==> src/rtl/multicycle_control_pkg.sv <==
// Shared core package for the multicycle control FSM and the ALU control decoder.
// It holds the state encoding, the opcode constants and the ALU operand/operation encodings.
// Optional feature macro: MCTRL_JAL_EN adds the JAL state and the decode of opcode 1101111.
package multicycle_control_pkg;

    // Controller states. JAL is only generated when the feature is enabled.
    typedef enum logic [3:0] {
        S_FETCH    = 4'd0,
        S_DECODE   = 4'd1,
        S_MEM_ADDR = 4'd2,
        S_MEM_RD   = 4'd3,
        S_MEM_WB   = 4'd4,
        S_MEM_WR   = 4'd5,
        S_EXEC_R   = 4'd6,
        S_R_WB     = 4'd7,
        S_BRANCH   = 4'd8,
`ifdef MCTRL_JAL_EN
        S_JAL      = 4'd9,
`endif
        S_ERROR    = 4'd10
    } state_t;

    // Opcodes (instruction[6:0]).
    localparam logic [6:0] OP_LOAD   = 7'b0000011;
    localparam logic [6:0] OP_STORE  = 7'b0100011;
    localparam logic [6:0] OP_RTYPE  = 7'b0110011;
    localparam logic [6:0] OP_BRANCH = 7'b1100011;
    localparam logic [6:0] OP_JAL    = 7'b1101111;

    // ALU operation select.
    localparam logic [1:0] ALUOP_ADD   = 2'b00;
    localparam logic [1:0] ALUOP_SUB   = 2'b01;
    localparam logic [1:0] ALUOP_FUNCT = 2'b10;

    // ALU operand B select.
    localparam logic [1:0] SRCB_RS2  = 2'b00;
    localparam logic [1:0] SRCB_FOUR = 2'b01;
    localparam logic [1:0] SRCB_IMM  = 2'b10;

    // ALU operand A select.
    localparam logic SRCA_PC  = 1'b0;
    localparam logic SRCA_RS1 = 1'b1;

    // States that issue a memory request and are therefore bounded by the wait timer.
    function automatic logic is_mem_state(input state_t st);
        logic res;
        case (st)
            S_FETCH, S_MEM_RD, S_MEM_WR: res = 1'b1;
            default:                     res = 1'b0;
        endcase
        return res;
    endfunction

    // Successor of DECODE for a given opcode; unknown opcodes trap to ERROR.
    function automatic state_t decode_opcode(input logic [6:0] op);
        state_t nxt;
        case (op)
            OP_LOAD, OP_STORE: nxt = S_MEM_ADDR;
            OP_RTYPE:          nxt = S_EXEC_R;
            OP_BRANCH:         nxt = S_BRANCH;
`ifdef MCTRL_JAL_EN
            OP_JAL:            nxt = S_JAL;
`else
            OP_JAL:            nxt = S_ERROR;
`endif
            default:           nxt = S_ERROR;
        endcase
        return nxt;
    endfunction

endpackage

==> src/rtl/multicycle_control_mem_wait_timer.sv <==
// Memory wait timer: counts consecutive cycles without mem_ready while a memory
// request is outstanding and flags the cycle in which the wait budget runs out.
module mem_wait_timer #(
    parameter int MEM_TIMEOUT = 16,
    parameter int CW          = $clog2(MEM_TIMEOUT + 1)
) (
    input  logic clk,
    input  logic rst,
    input  logic count_en,
    output logic timeout
);

    logic [CW-1:0] count_r;
    logic [CW-1:0] count_next_s;

    // Incremented value and timeout compare: the budget is spent when this
    // waiting cycle would bring the count up to MEM_TIMEOUT.
    always_comb begin
        count_next_s = count_r + CW'(1);
        timeout      = count_en && (count_next_s == CW'(MEM_TIMEOUT));
    end

    // Count while waiting, clear whenever the request completes or no request is pending.
    always_ff @(posedge clk) begin
        if (rst) begin
            count_r <= {CW{1'b0}};
        end else if (count_en) begin
            if (count_r != CW'(MEM_TIMEOUT)) begin
                count_r <= count_next_s;
            end else begin
                count_r <= count_r;
            end
        end else begin
            count_r <= {CW{1'b0}};
        end
    end

endmodule

==> src/rtl/multicycle_control.sv <==
// Multicycle processor main control FSM (Moore, with mem_ready-qualified fetch strobes).
// Optional feature macro: MCTRL_JAL_EN enables the JAL state and opcode 1101111 decode;
// without it that opcode traps to ERROR.
module multicycle_control #(
    parameter int MEM_TIMEOUT = 16
) (
    input  logic       clk,
    input  logic       rst,
    input  logic [6:0] opcode,
    input  logic       mem_ready,
    input  logic       alu_err,
    output logic       mem_req,
    output logic       mem_we,
    output logic       ir_write,
    output logic       pc_write,
    output logic       pc_write_cond,
    output logic       reg_write,
    output logic       mem_to_reg,
    output logic       alu_src_a,
    output logic [1:0] alu_src_b,
    output logic [1:0] ALUOp,
    output logic       flag_err
);
    import multicycle_control_pkg::*;

    state_t     state_r;
    logic [6:0] op_r;
    logic       in_mem_s;
    logic       timeout_s;

    logic       mem_req_s;
    logic       mem_we_s;
    logic       ir_write_s;
    logic       pc_write_s;
    logic       pc_write_cond_s;
    logic       reg_write_s;
    logic       mem_to_reg_s;
    logic       alu_src_a_s;
    logic [1:0] alu_src_b_s;
    logic [1:0] alu_op_s;
    logic       flag_err_s;

    // A memory wait is in progress only inside a memory state.
    always_comb begin
        in_mem_s = is_mem_state(state_r);
    end

    mem_wait_timer #(
        .MEM_TIMEOUT(MEM_TIMEOUT)
    ) u_timer (
        .clk     (clk),
        .rst     (rst),
        .count_en(in_mem_s & ~mem_ready),
        .timeout (timeout_s)
    );

    // Main state register and opcode latch; reset overrides every transition.
    always_ff @(posedge clk) begin
        if (rst) begin
            state_r <= S_FETCH;
            op_r    <= 7'd0;
        end else begin
            case (state_r)
                S_FETCH: begin
                    if (mem_ready) begin
                        state_r <= S_DECODE;
                    end else if (timeout_s) begin
                        state_r <= S_ERROR;
                    end else begin
                        state_r <= S_FETCH;
                    end
                end
                S_DECODE: begin
                    op_r    <= opcode;
                    state_r <= decode_opcode(opcode);
                end
                S_MEM_ADDR: begin
                    if (op_r == OP_LOAD) begin
                        state_r <= S_MEM_RD;
                    end else if (op_r == OP_STORE) begin
                        state_r <= S_MEM_WR;
                    end else begin
                        state_r <= S_ERROR;
                    end
                end
                S_MEM_RD: begin
                    if (mem_ready) begin
                        state_r <= S_MEM_WB;
                    end else if (timeout_s) begin
                        state_r <= S_ERROR;
                    end else begin
                        state_r <= S_MEM_RD;
                    end
                end
                S_MEM_WR: begin
                    if (mem_ready) begin
                        state_r <= S_FETCH;
                    end else if (timeout_s) begin
                        state_r <= S_ERROR;
                    end else begin
                        state_r <= S_MEM_WR;
                    end
                end
                S_MEM_WB: state_r <= S_FETCH;
                S_EXEC_R: begin
                    if (alu_err) begin
                        state_r <= S_ERROR;
                    end else begin
                        state_r <= S_R_WB;
                    end
                end
                S_R_WB:   state_r <= S_FETCH;
                S_BRANCH: state_r <= S_FETCH;
`ifdef MCTRL_JAL_EN
                S_JAL:    state_r <= S_FETCH;
`else
`endif
                S_ERROR:  state_r <= S_ERROR;
                default:  state_r <= S_ERROR;
            endcase
        end
    end

    // Decode control strobes from the registered state.
    always_comb begin
        mem_req_s       = 1'b0;
        mem_we_s        = 1'b0;
        ir_write_s      = 1'b0;
        pc_write_s      = 1'b0;
        pc_write_cond_s = 1'b0;
        reg_write_s     = 1'b0;
        mem_to_reg_s    = 1'b0;
        alu_src_a_s     = SRCA_PC;
        alu_src_b_s     = SRCB_RS2;
        alu_op_s        = ALUOP_ADD;
        flag_err_s      = 1'b0;
        case (state_r)
            S_FETCH: begin
                mem_req_s   = 1'b1;
                alu_src_b_s = SRCB_FOUR;
                if (mem_ready) begin
                    ir_write_s = 1'b1;
                    pc_write_s = 1'b1;
                end else begin
                    ir_write_s = 1'b0;
                    pc_write_s = 1'b0;
                end
            end
            S_DECODE: begin
                alu_src_b_s = SRCB_IMM;
            end
            S_MEM_ADDR: begin
                alu_src_a_s = SRCA_RS1;
                alu_src_b_s = SRCB_IMM;
            end
            S_MEM_RD: begin
                mem_req_s = 1'b1;
            end
            S_MEM_WR: begin
                mem_req_s = 1'b1;
                mem_we_s  = 1'b1;
            end
            S_MEM_WB: begin
                reg_write_s  = 1'b1;
                mem_to_reg_s = 1'b1;
            end
            S_EXEC_R: begin
                alu_src_a_s = SRCA_RS1;
                alu_op_s    = ALUOP_FUNCT;
            end
            S_R_WB: begin
                reg_write_s = 1'b1;
                alu_op_s    = ALUOP_FUNCT;
            end
            S_BRANCH: begin
                alu_src_a_s     = SRCA_RS1;
                alu_op_s        = ALUOP_SUB;
                pc_write_cond_s = 1'b1;
            end
`ifdef MCTRL_JAL_EN
            S_JAL: begin
                alu_src_b_s = SRCB_FOUR;
                reg_write_s = 1'b1;
                pc_write_s  = 1'b1;
            end
`else
`endif
            S_ERROR: begin
                flag_err_s = 1'b1;
            end
            default: begin
                flag_err_s = 1'b1;
            end
        endcase
    end

    // While reset is held every output is forced inactive.
    always_comb begin
        if (rst) begin
            mem_req       = 1'b0;
            mem_we        = 1'b0;
            ir_write      = 1'b0;
            pc_write      = 1'b0;
            pc_write_cond = 1'b0;
            reg_write     = 1'b0;
            mem_to_reg    = 1'b0;
            alu_src_a     = 1'b0;
            alu_src_b     = 2'b00;
            ALUOp         = 2'b00;
            flag_err      = 1'b0;
        end else begin
            mem_req       = mem_req_s;
            mem_we        = mem_we_s;
            ir_write      = ir_write_s;
            pc_write      = pc_write_s;
            pc_write_cond = pc_write_cond_s;
            reg_write     = reg_write_s;
            mem_to_reg    = mem_to_reg_s;
            alu_src_a     = alu_src_a_s;
            alu_src_b     = alu_src_b_s;
            ALUOp         = alu_op_s;
            flag_err      = flag_err_s;
        end
    end

endmodule

==> config.mk <==
export PLATFORM = sky130hd
export DESIGN_NAME = multicycle_control
export DESIGN_NICKNAME = d
export VERILOG_FILES = /design/src/rtl/multicycle_control_pkg.sv /design/src/rtl/multicycle_control_mem_wait_timer.sv /design/src/rtl/multicycle_control.sv
export SDC_FILE = /design/constraint.sdc
export NUM_CORES = 1
export LEC_CHECK = 0
export BUFFER_PORTS_ARGS = -buffer_cell sky130_fd_sc_hd__buf_2
export CORE_MARGIN = 2
export CORE_UTILIZATION = 55
export DETAILED_ROUTE_END_ITERATION = 10
export MAX_ROUTING_LAYER = met4
export PLACE_DENSITY_LB_ADDON = 0.12
export SYNTH_ARGS = -nofsm -noshare
export SYNTH_HDL_FRONTEND = slang
export SYNTH_HIERARCHICAL = 1
export SYNTH_SLANG_ARGS = --single-unit
export TNS_END_PERCENT = 50
==> constraint.sdc <==
create_clock -name clk -period 6.88 [get_ports clk]
set_clock_uncertainty 0.1 [all_clocks]
set_input_delay 0.688 -clock clk [delete_from_list [all_inputs] [get_ports clk]]
set_output_delay 0.688 -clock clk [all_outputs]
set_load 0.005 [all_outputs]
Word-level counts from Yosys, hierarchy flattened
Index checks and enable logic that the tools add are counted.
- bits in registers: 16
- input port bits: 11
- output and inout bits: 13
- word-level logic and storage cells: 66
- add/sub/neg operators: 1
- eq/ne operators: 16
- muxes and demuxes: 32
- bitwise operators: 3
- reduce and logical (&&, ||, !) cells: 11
- operators with widths (kind ; number):
    2-to-1 mux 4 bit ; 9
    case mux 4 bit (7 select lines) ; 1
    == test 7 x 6 -> 1 bit, second input constant ; 3
    2-to-1 mux 1 bit ; 17
    == test 4 x 3 -> 1 bit, second input constant ; 4
    == test 7 x 2 -> 1 bit, second input constant ; 2
    case mux 4 bit (3 select lines) ; 1
    OR reduction 2 bit ; 5
    OR reduction 3 bit ; 3
    OR reduction 9 bit ; 1
    == test 4 x 2 -> 1 bit, second input constant ; 2
    case mux 2 bit (2 select lines) ; 2
    == test 7 bit, second input constant ; 1
    adder 5 x 1 -> 5 bit, second input constant ; 1
    == test 5 bit, second input constant ; 1
    inequality test 5 bit, second input constant ; 1
    == test 4 x 1 -> 1 bit, second input constant ; 1
    == test 4 bit, second input constant ; 1
    zero test 4 bit ; 1
    2-to-1 mux 2 bit ; 2
    NOT 1 bit ; 2
    bitwise AND 1 bit ; 1
    logical AND 1 bit ; 1

Longest topological paths before layout
Gate-level depths: netlist of run 1.
- word-level depth: 8
- gate-level depth with buffers: 9
- mapped depth without buffers: 8

Modules after synthesis
The synthesis of run 1 kept the hierarchy.
- modules (own cells, without submodules) (module ; instances ; cells each ; area an instance (µm²) ; sequential area each (µm²)):
    multicycle_control ; 1 ; 108 ; 797.0 ; 220.2
    mem_wait_timer ; 1 ; 31 ; 295.3 ; 100.1

Least setup slack after synthesis of run 1
OpenSTA, ideal clock, no wires.
- path kind: input port to flip-flop
- start: in mem_ready
- end: reg state_r[2]
- setup time: 135 ps
- arrival time: 2198 ps
- data required time: 6645 ps
- slack: 4447 ps
- stages: 7
- buffers on the path: 0
- path through: or3_1 a2bb2o_1 nand2_1 a2111oi_2 o311ai_0 o21ai_1 a311oi_2
- word-level cells in the longest chain between the ends: 6
- elaborated cells between the ends (all ways): 8
- classes of those cells: 5 x mux; 2 x bitwise; 1 x reduce/logical
- ends and longest elaborated chain (what ; RTL line ; text):
    from (decl) ; multicycle_control.sv:10 ; input logic mem_ready,
    NOT 1 bit ; multicycle_control.sv:53 ; .count_en(in_mem_s & ~mem_ready),
    bitwise AND 1 bit ; multicycle_control.sv:53 ;
    logical AND 1 bit ; multicycle_control_mem_wait_timer.sv:20 ; timeout = count_en && (count_next_s == CW'(MEM_TIMEOUT));
    named net timeout_s ; multicycle_control.sv:29 ; logic timeout_s;
    2-to-1 mux 4 bit ; multicycle_control.sv:98 ; end else if (timeout_s) begin
    2-to-1 mux 4 bit ; multicycle_control.sv:96 ; if (mem_ready) begin
    case mux 4 bit (7 select lines) ; multicycle_control.sv:63 ; case (state_r)
    to (signal assigned) ; multicycle_control.sv:75 ; state_r <= decode_opcode(opcode);
    to (decl) ; multicycle_control.sv:26 ; state_t state_r;
The timed path passes the listed nets, and every way through them passes these cells.
A chain may end at the register's enable or synchronous reset.

Final worst setup path of run 1
- start: reg state_r[0]
- end: out mem_req
- word-level cells in the longest chain between the ends: 4
- elaborated cells between the ends (all ways): 6
- classes of those cells: 2 x eq/ne; 2 x mux; 2 x reduce/logical
- ends and longest elaborated chain (what ; RTL line ; text):
    == test 4 x 3 -> 1 bit, or another cell as far along ; multicycle_control.sv:137 ; case (state_r)
    OR reduction 3 bit (no source line) (*) ; -- ;
    2-to-1 mux 1 bit (*) ; multicycle_control.sv:137 ;
    2-to-1 mux 1 bit (*) ; multicycle_control.sv:199 ; if (rst) begin
    to (decl) ; multicycle_control.sv:12 ; output logic mem_req,
Mark *: on every way between the ends. The rest lies on a longest branch, timed or not.

==> results.yml, run 1 <==
pwr:
  pwr-share-seq_pct: 48.3
  swShare_pct: 31.98
  clock_power_share_pct: 27.1
  cell_internal_pwr_uw: 159.9
  switchingPower_uw: 75.19
  p_leak_uw: 0.0004876
  comb_power_share_pct: 24.5
  ir_drop_v: 0.0001274
  power_density_nw_per_um2: 193.9
route:
  drc: 0
  num_vias: 1020
  drt_wl_total_mm: 2.292
  wire_per_inst_um: 12.59
  drtIter0Drc: 14
  vias_per_cell: 5.604
  firstDrtPassIters: 4
  antenna_left: 0
final_layout:
  area_growth_pct: 11.00
  drive_gt1_share_pct: 23.87
  fin_cells: 182
  antenna_cells: 0
  mostFrequentLayoutCells: "23 x buf_2, 18 x nand2_1, 16 x dfxtp_1"
  final_common_cell: "buf_2"
  finalNetCount: 170
setup_path:
  end_kind: "output pin"
  critPathMaxFanout: 18
  cp_top_family: "flip-flops"
  worstPathArrival_ns: 1.72
  required_ns: 6.09
  cp_slowest_cell: "dfxtp_1"
  regToRegSetupSlack_ns: 4.39
  path_cells: "nand2b_1 -> mux2_2 -> nor3_1 -> buf_2"
  critPathMaxStageDelay_ns: 0.67
  startpoint_type: "register"
  path_buf_inv: 1
  crit_type: "register to output pin"
clock_network:
  clk_pin_slew_ns: 0.10
  cts_tree: "built"
  clock_latency_ns: 0.29
  clk_path_buf_depth: 2
  post_cts_buffers: 0
  cts-root-buf: "clkbuf_4"
  cts_max_level: 1
  cts.repair.resized: 0
  numCtsBuffers: 3
  cts_hold_buf: 0
  clock-sinks: 16
floorplanning:
  initial_core_util_pct: 56.84
  dieHeight_um: 48.57
  pin_count: 24
  die_area_um2: 2359
  rows: 16
  die_x_um: 48.57
  core_area_um2: 1922
synthesis:
  async_reset_ff_share_pct: 0
  ys_ff_latch: 16
  synth-compound-area-share_pct: 17.07
  synthCells: 139
  synth_area_um2: 1092
  synth_top_family_by_area: "simple AND/OR/NAND/NOR gates"
  ys_seq_area_share_pct: 29.32
  avgSynthCellArea_um2: 7.858
  muxShareOfSynthArea_pct: 2.864
  synth_top_area_cell: "dfxtp_1"
  netlist_top_cells_area: "dfxtp_1 29%, nand2_1 6.2%, a21oi_1 5.5%, nand2b_1 4.0%, nor2_1 3.8%"
  yosys_warnings: 6
  synthFlopType: "dfxtp_1"
  synth_edf_count: 0
  syn_nets: 153
  synthAdderAreaFrac_pct: 3.436
  synth-simple-area-share_pct: 35.62
  synthXorXnorAreaFrac_pct: 4.009
  synth_top_area_share_pct: 29.32
  yosys.cell_types.count: 45
timing:
  hold_viol: 0
  finalMaxSlewViolations: 0
  fin_crit_ns: 2.509
  tns_ns: 0
  tightest_slew_ns: 0.8042
  setup_viol: 0
  rsz0062_at_grt: "false"
  relSlewSlack_pct: 45.97
  fmax_ghz: 0.3986
  fin_crit_sh_pct: 36.46
placement:
  gp_congestion: 0.7964
  dp_hpwl_mm: 1.602
  port_buffers: 23
  dp_cells: 178
global_routing:
  overflow: 0
  grt_pass1_wl_mm: 3.898
  grt_use_total_pct: 21.12
  grt_max_degree: 21
  antenna_found_initial: 0
  grt_pass1_vias: 891
hold_path:
  hold_path.class: "register to register"
job:
  max-cap-violations: 0
outcome:
  outcome: "finished, final reports clean"
## power by group through the flow
| stage | Clock (µW) | Combinational [µW] | Sequential (µW) |
|---|---|---|---|
| after detailed placement | 0 | 57.5 | 116 |
| after floorplan | 0 | 54.1 | 105 |
| after global routing | 70.4 | 65.3 | 116 |
| after CTS | 66.4 | 58.2 | 113 |
| final | 63.8 | 57.7 | 114 |
| after global placement | 0 | 56.4 | 115 |
## through the flow
step	hold WS [ns]	instance area [µm²]	power, µW	util (%)	setup WS (ns)
after floorplan	0.3323	1092	159.4	-	4.447
after global placement	0.3449	1176	171.5	61.20	4.183
after detailed placement	0.3502	1176	173.4	61.20	4.106
after CTS	0.3644	1212	238.1	63.09	4.362
after global routing	0.3849	1212	251.5	63.09	4.141
final	0.3614	1212	235.1	63.09	4.371
## path summary, 6_finish.rpt
check | from | cells past startpoint | end
max reg2reg | state_r[0]$_SDFF_PP0_ | 7 | state_r[2]$_SDFF_PP0_
min reg2reg | op_r[3]$_SDFFE_PP0P_ | 2 | op_r[3]$_SDFFE_PP0P_
max | state_r[0]$_SDFF_PP0_ | 4 | mem_req
min | op_r[3]$_SDFFE_PP0P_ | 2 | op_r[3]$_SDFFE_PP0P_
## worst min-delay path, cell delays in order, from the launching register on
cell and delay (ns):
dfxtp_1 0.32, nand2_1 0.05, a21oi_1 0.05
## final cells by class
cell class                 count  area, µm²
tap                           27      33.78
sequential                    16      320.3
fill                         192      709.4
clock buffer                   4      36.28
timing repair buffer          23      115.1
multi-input combinational    107      688.2
inverter                       5      18.77
## registers in the layout, summed over array words and instances (netlist names)
signal	count
u_timer/count_r	5
state_r	4
op_r	7
## cells in the mapped netlist (all sizes together), types with 3 or more instances
cell / count
a31oi: 3
inv: 5
nand2b: 7
nand2: 18
clkbuf: 6
a21oi: 12
nor2: 12
ha: 3
buf: 5
nor3: 6
nor2b: 3
xnor2: 4
or3: 4
nand3: 4
dfxtp: 16
## logic make-up (layout without fill, tap and decap cells)
| family | after synthesis | count (layout) |
|---|---|---|
| xor+xnor | 5 | 5 |
| simple gates | 69 | 69 |
| compound gates | 27 | 27 |
| flops | 16 | 16 |
| fa+ha+maj | 3 | 3 |
| buf+inv | 16 | 32 |
| mux | 3 | 3 |
## layer usage
metal	up-vias	global-route usage, %	part of all wire [%]
met3	2	2.778	3.9
met5	-	-	0
met4	0	5.714	0.39
met1	468	26.61	45
met2	23	35.88	50
li1	527	-	-
Note: power is estimated with default switching activity, not from simulation.
==> run 2, diff against run 1 <==
--- a/config.mk
+++ b/config.mk
@@ -5,9 +5,10 @@
 export SDC_FILE = /design/constraint.sdc
 export NUM_CORES = 1
 export LEC_CHECK = 0
+export ABC_AREA = 1
 export BUFFER_PORTS_ARGS = -buffer_cell sky130_fd_sc_hd__buf_2
 export CORE_MARGIN = 2
-export CORE_UTILIZATION = 55
+export CORE_UTILIZATION = 47
 export DETAILED_ROUTE_END_ITERATION = 10
 export MAX_ROUTING_LAYER = met4
 export PLACE_DENSITY_LB_ADDON = 0.12
==> constraint.sdc (replaced) <==
create_clock -name clk -period 2.3 [get_ports clk]
set_clock_uncertainty 0.1 [all_clocks]
set_input_delay 0.23 -clock clk [delete_from_list [all_inputs] [get_ports clk]]
set_output_delay 0.23 -clock clk [all_outputs]
set_load 0.005 [all_outputs]
==> results.yml, run 2 <==
outcome:
  outcome: "finished, final reports clean"
global_routing:
  grt_pass1_vias: 1048
  met3_usage_pct: 3.448
  overflow: 0
  met1_usage_pct: 27.11
  grt_max_degree: 12
  antenna_found_initial: 0
  grt.busiest_layer: "met2"
  grt_use_total_pct: 21.42
  use_met2_pct: 35.26
  grt_pass1_wl_mm: 4.264
synthesis:
  yosys.cell_types.count: 17
  ys_ff_latch: 16
  synth_area_um2: 1061
  yosys_warnings: 6
  avgSynthCellArea_um2: 5.798
  synth_top_area_share_pct: 30.19
  synth_commonest_cells: "48 x nand2_1, 32 x nor2_1, 31 x inv_1"
  ys_seq_area_share_pct: 30.19
  netlist_top_cells_area: "dfxtp_1 30%, nand2_1 17%, nor2_1 11%, inv_1 11%, nand3_1 5.7%"
  syn_nets: 197
  synth_top_area_cell: "dfxtp_1"
  synthFlopType: "dfxtp_1"
  synth_edf_count: 0
  synthCells: 183
  yosysMostFrequentCell: "nand2_1"
  async_reset_ff_share_pct: 0
clock_network:
  cts.repair.resized: 0
  clk_pin_slew_ns: 0.09
  cts_hold_buf: 0
  post_cts_buffers: 0
  clk_path_buf_depth: 2
  clock_latency_ns: 0.28
  clock-sinks: 16
  cts_tree: "built"
  cts_max_level: 1
  numCtsBuffers: 3
  cts-root-buf: "clkbuf_4"
setup_path:
  end_kind: "register"
  crit_end: "state_r[2]$_SDFF_PP0_"
  startpoint_type: "register"
  critPathLaunch: "state_r[0]$_SDFF_PP0_"
  required_ns: 2.38
  regToRegSetupSlack_ns: 0.36
  r2r_start: "state_r[0]$_SDFF_PP0_"
  r2r_end: "state_r[2]$_SDFF_PP0_"
  critPathMaxFanout: 6
  ff2ff_path_depth: 14
  crit_type: "register to register"
  worstPathArrival_ns: 2.02
placement:
  dp_slack_ns: 0.3928
  dp_hpwl_mm: 1.971
  gp_congestion: 0.9154
  port_buffers: 23
timing:
  tightest_slew_ns: 0.3237
  tns_ns: 0
  finalMaxSlewViolations: 0
  setup_ws_ns: 0.3575
  rsz0062_at_grt: "false"
  fin_crit_ns: 1.943
  hold_viol: 0
  fmax_ghz: 0.5148
  setup_viol: 0
  relSlewSlack_pct: 78.40
  fin_crit_sh_pct: 84.46
  holdWs_ns: 0.09068
pwr:
  ir_drop_v: 0.0004109
  p_leak_uw: 0.0006430
  power_density_nw_per_um2: 639.3
  power_uw: 776.8
final_layout:
  mostFrequentLayoutCells: "48 x nand2_1, 32 x nor2_1, 31 x inv_1"
  finalCoreUtilization_pct: 56.00
  largest_reg_flops: 7
  top_register: "op_r"
  antenna_cells: 0
  biggestRegsByFlops: "op_r (7), u_timer/count_r (5), state_r (4)"
  finalNetCount: 222
  drive_gt1_share_pct: 16.99
  area_growth_pct: 14.51
  final_common_cell: "nand2_1"
floorplanning:
  die_x_um: 51.51
  initial_core_util_pct: 48.90
  pin_count: 24
  dieHeight_um: 51.51
  rows: 17
  die_area_um2: 2653
  core_area_um2: 2170
route:
  num_vias: 1144
  vias_per_cell: 4.889
  firstDrtPassIters: 4
  antenna_left: 0
  wire_per_inst_um: 10.34
  drtIter0Drc: 32
  drt_wl_total_mm: 2.419
  drc: 0
job:
  max-cap-violations: 0
hold_path:
  hold_path.class: "input pin to register"
[run 2: cell count changes after synthesis, sizes merged, moves of 4 or more]
cell / delta
clkbuf: -5
inv: +29
nand2: +30
nand2b: -7
nand3: +8
nor2: +24
o21ai: +7
or3: -4
xnor2: -4
[run 2: layout make-up]
type                            instances  area (µm²)
Clock buffer                            3       22.52
Fill cell                             226       954.7
Inverter                               34       127.6
Multi-Input combinational cell        128       579.3
Sequential cell                        16       320.3
Tap cell                               28       35.03
Timing Repair Buffer                   25       130.1
[run 2: logic make-up after synthesis]
family                   Yosys count  synth area share, %
flip-flops                        16                30.19
buffers and inverters             39                15.21
AND/OR/NAND/NOR                  104                40.92
AO/OA/AOI/OAI                     21                10.14
adder cells (fa/ha/maj)            3                3.538
[run 2: where the power goes]
group,internal (µW),leakage (µW),switching (µW)
combinational,103,0.000499,176
sequential,315,0.000130,33.9
clock,60.8,0.0000138,89.1
[run 2: layer usage]
| layer | part of all wire (%) | vias up |
|---|---|---|
| met1 | 50 | 504 |
| met3 | 4.1 | 2 |
| met5 | 0 | - |
| met4 | 0.66 | 0 |
| li1 | - | 613 |
| met2 | 45 | 25 |
[run 2: worst min path at each step]
stage                         start                   end  slack (ns)  cells past startpoint
2_1_floorplan             opcode[0]  op_r[0]$_SDFFE_PP0P_        0.26                      2
3_3_place_gp   op_r[5]$_SDFFE_PP0P_  op_r[5]$_SDFFE_PP0P_        0.35                      2
3_5_place_dp   op_r[5]$_SDFFE_PP0P_  op_r[5]$_SDFFE_PP0P_        0.35                      2
4_1_cts                   opcode[2]  op_r[2]$_SDFFE_PP0P_        0.08                      3
5_1_grt                   opcode[2]  op_r[2]$_SDFFE_PP0P_        0.09                      3
6_report                  opcode[3]  op_r[3]$_SDFFE_PP0P_        0.09                      3
[run 2: metrics by stage]
stage / cells / instance area (µm²)
3_3_place_gp: 231 / 1192
6_report: 234 / 1215
4_1_cts: 234 / 1215
2_1_floorplan: 183 / 1061
3_5_place_dp: 231 / 1192
5_1_grt: 234 / 1215
[run 2: worst max-delay path, stage by stage (launching register included)]
cell	delay [ns]
dfxtp_1	0.37
nor2_1	0.23
nand2_1	0.13
nand3_1	0.12
nand2_1	0.06
inv_1	0.06
nand2_1	0.06
nor2_1	0.11
nand2_1	0.06
nor2_1	0.13
nor2_1	0.08
nand3_1	0.11
o211ai_1	0.09
nor2_1	0.10
nor2_1	0.04
==> run 3, diff against run 2 <==
--- a/config.mk
+++ b/config.mk
@@ -8,7 +8,7 @@
 export ABC_AREA = 1
 export BUFFER_PORTS_ARGS = -buffer_cell sky130_fd_sc_hd__buf_2
 export CORE_MARGIN = 2
-export CORE_UTILIZATION = 47
+export CORE_UTILIZATION = 52
 export DETAILED_ROUTE_END_ITERATION = 10
 export MAX_ROUTING_LAYER = met4
 export PLACE_DENSITY_LB_ADDON = 0.12
==> constraint.sdc (replaced) <==
create_clock -name clk -period 1.9 [get_ports clk]
set_clock_uncertainty 0.1 [all_clocks]
set_input_delay 0.19 -clock clk [delete_from_list [all_inputs] [get_ports clk]]
set_output_delay 0.19 -clock clk [all_outputs]
set_load 0.005 [all_outputs]
==> results.yml, run 3 (synthesis gave the netlist of run 2 again) <==
timing:
  hold_viol: 0
  holdWs_ns: 0.04847
  relSlewSlack_pct: 79.34
  fin_crit_sh_pct: 93.57
  fmax_ghz: 0.5625
  setup_ws_ns: 0.1222
  tns_ns: 0
  rsz0062_at_grt: "true"
  fin_crit_ns: 1.778
  setup_viol: 0
  tightest_slew_ns: 0.3095
  finalMaxSlewViolations: 0
final_layout:
  finalNetCount: 230
  final_common_cell: "nand2_1"
  area_growth_pct: 24.88
  mostFrequentLayoutCells: "46 x nand2_1, 29 x inv_1, 26 x nor2_1"
  largest_reg_flops: 7
  top_register: "op_r"
  biggestRegsByFlops: "op_r (7), u_timer/count_r (5), state_r (4)"
  drive_gt1_share_pct: 27.44
  antenna_cells: 0
  fin_cells: 242
global_routing:
  grt_use_total_pct: 21.58
  grt_max_degree: 12
  grt_pass1_wl_mm: 4.146
  antenna_found_initial: 0
  overflow: 0
  grt_pass1_vias: 1049
setup_path:
  crit_type: "register to output pin"
  required_ns: 1.61
  critPathMaxStageDelay_ns: 0.38
  worstPathArrival_ns: 1.49
  r2r_start: "state_r[3]$_SDFF_PP0_"
  worst-path-stages: 7
  startpoint_type: "register"
  critPathMaxFanout: 4
  end_kind: "output pin"
  cp_slowest_cell: "dfxtp_4"
  regToRegSetupSlack_ns: 0.12
  crit_end: "alu_src_b[1]"
  ff2ff_path_depth: 14
  cp_top_family: "flip-flops"
  critPathLaunch: "state_r[3]$_SDFF_PP0_"
  path_buf_inv: 4
  r2r_end: "state_r[0]$_SDFF_PP0_"
  path_cells: "nor2_4 -> buf_4 -> inv_1 -> nor2_2 -> inv_2 -> a21oi_1 -> buf_2"
floorplanning:
  initial_core_util_pct: 54.64
  core_area_um2: 1942
  die_area_um2: 2418
  pin_count: 24
  dieHeight_um: 49.17
  rows: 16
  die_x_um: 49.17
route:
  drtIter0Drc: 14
  drc: 0
  wire_per_inst_um: 10.31
  firstDrtPassIters: 4
  vias_per_cell: 4.876
  drt_wl_total_mm: 2.496
  antenna_left: 0
  num_vias: 1180
pwr:
  power_density_nw_per_um2: 808.9
  p_leak_uw: 0.0006862
  power_uw: 1072
  ir_drop_v: 0.0004851
placement:
  dp_slack_ns: -0.01553
  gp_congestion: 0.8938
  dp_cells: 233
  port_buffers: 23
  dp_hpwl_mm: 1.973
clock_network:
  clk_path_buf_depth: 2
  clock_latency_ns: 0.28
  cts_max_level: 1
  cts-root-buf: "clkbuf_4"
  clk_pin_slew_ns: 0.10
  clock-sinks: 16
  cts_tree: "built"
  numCtsBuffers: 3
outcome:
  outcome: "finished, final reports clean"
job:
  max-cap-violations: 0
hold_path:
  hold_path.class: "input pin to register"
-- run 3: cell count changes in the layout (fill, tap and decap cells not counted), moves of 2 or more --
cell / previous run / this run
buf_4: 2 / 10
nor2_1: 32 / 26
nor2_2: 3 / 9
dfxtp_1: 16 / 12
dfxtp_4: 0 / 3
inv_1: 31 / 29
inv_2: 3 / 5
nand2_1: 48 / 46
nand2_2: 0 / 2
-- run 3: power by group --
part	switching, µW	internal (µW)	leakage (µW)
registers	39.2	388	0.000133
clock network	116	117	0.0000210
logic	239	174	0.000532
total	394	678	0.000686
-- run 3: how the worst min path moves through the flow --
| stage | startpoint | end | slack, ns | cells past startpoint |
|---|---|---|---|---|
| after global placement | opcode[1] | op_r[1]$_SDFFE_PP0P_ | 0.33 | 3 |
| after global routing | opcode[3] | op_r[3]$_SDFFE_PP0P_ | 0.07 | 3 |
| final | opcode[0] | op_r[0]$_SDFFE_PP0P_ | 0.05 | 3 |
| after floorplan | opcode[0] | op_r[0]$_SDFFE_PP0P_ | 0.22 | 2 |
| after detailed placement | opcode[1] | op_r[1]$_SDFFE_PP0P_ | 0.35 | 3 |
| after CTS | opcode[1] | op_r[1]$_SDFFE_PP0P_ | 0.05 | 3 |
-- run 3: layout make-up --
type / instances / area [µm²]
clock buffer: 4 / 36.28
fill: 199 / 616.8
inverter: 34 / 127.6
multi-input combinational: 128 / 604.3
sequential: 16 / 332.8
tap: 27 / 33.78
timing repair buffer: 33 / 190.2
-- run 3: what timing repair did --
action / in CTS / in global routing
resized for setup: 2 / 16
pin swaps: 0 / 5
hold buffers: 0 / 0
endpoints found under the setup margin: 2 / 3
setup buffers: 0 / 5
-- run 3: routing by layer --
layer,GRT usage [%],wire (µm)
met1,25.92,1128
met2,38.96,1274
met3,1.840,74
met4,4.762,18
met5,-,0
-- run 3: metrics by stage --
step / util, % / cell area, µm²
after floorplan: - / 1061
after CTS: 64.50 / 1252
after detailed placement: 62.50 / 1214
final: 68.23 / 1325
after global placement: 62.50 / 1214
after global routing: 68.23 / 1325
-- run 3: worst min-delay path: cells and delay by family --
kind	cells	cell delay, ns
buffers and inverters	1	0.09
AND/OR/NAND/NOR	2	0.13
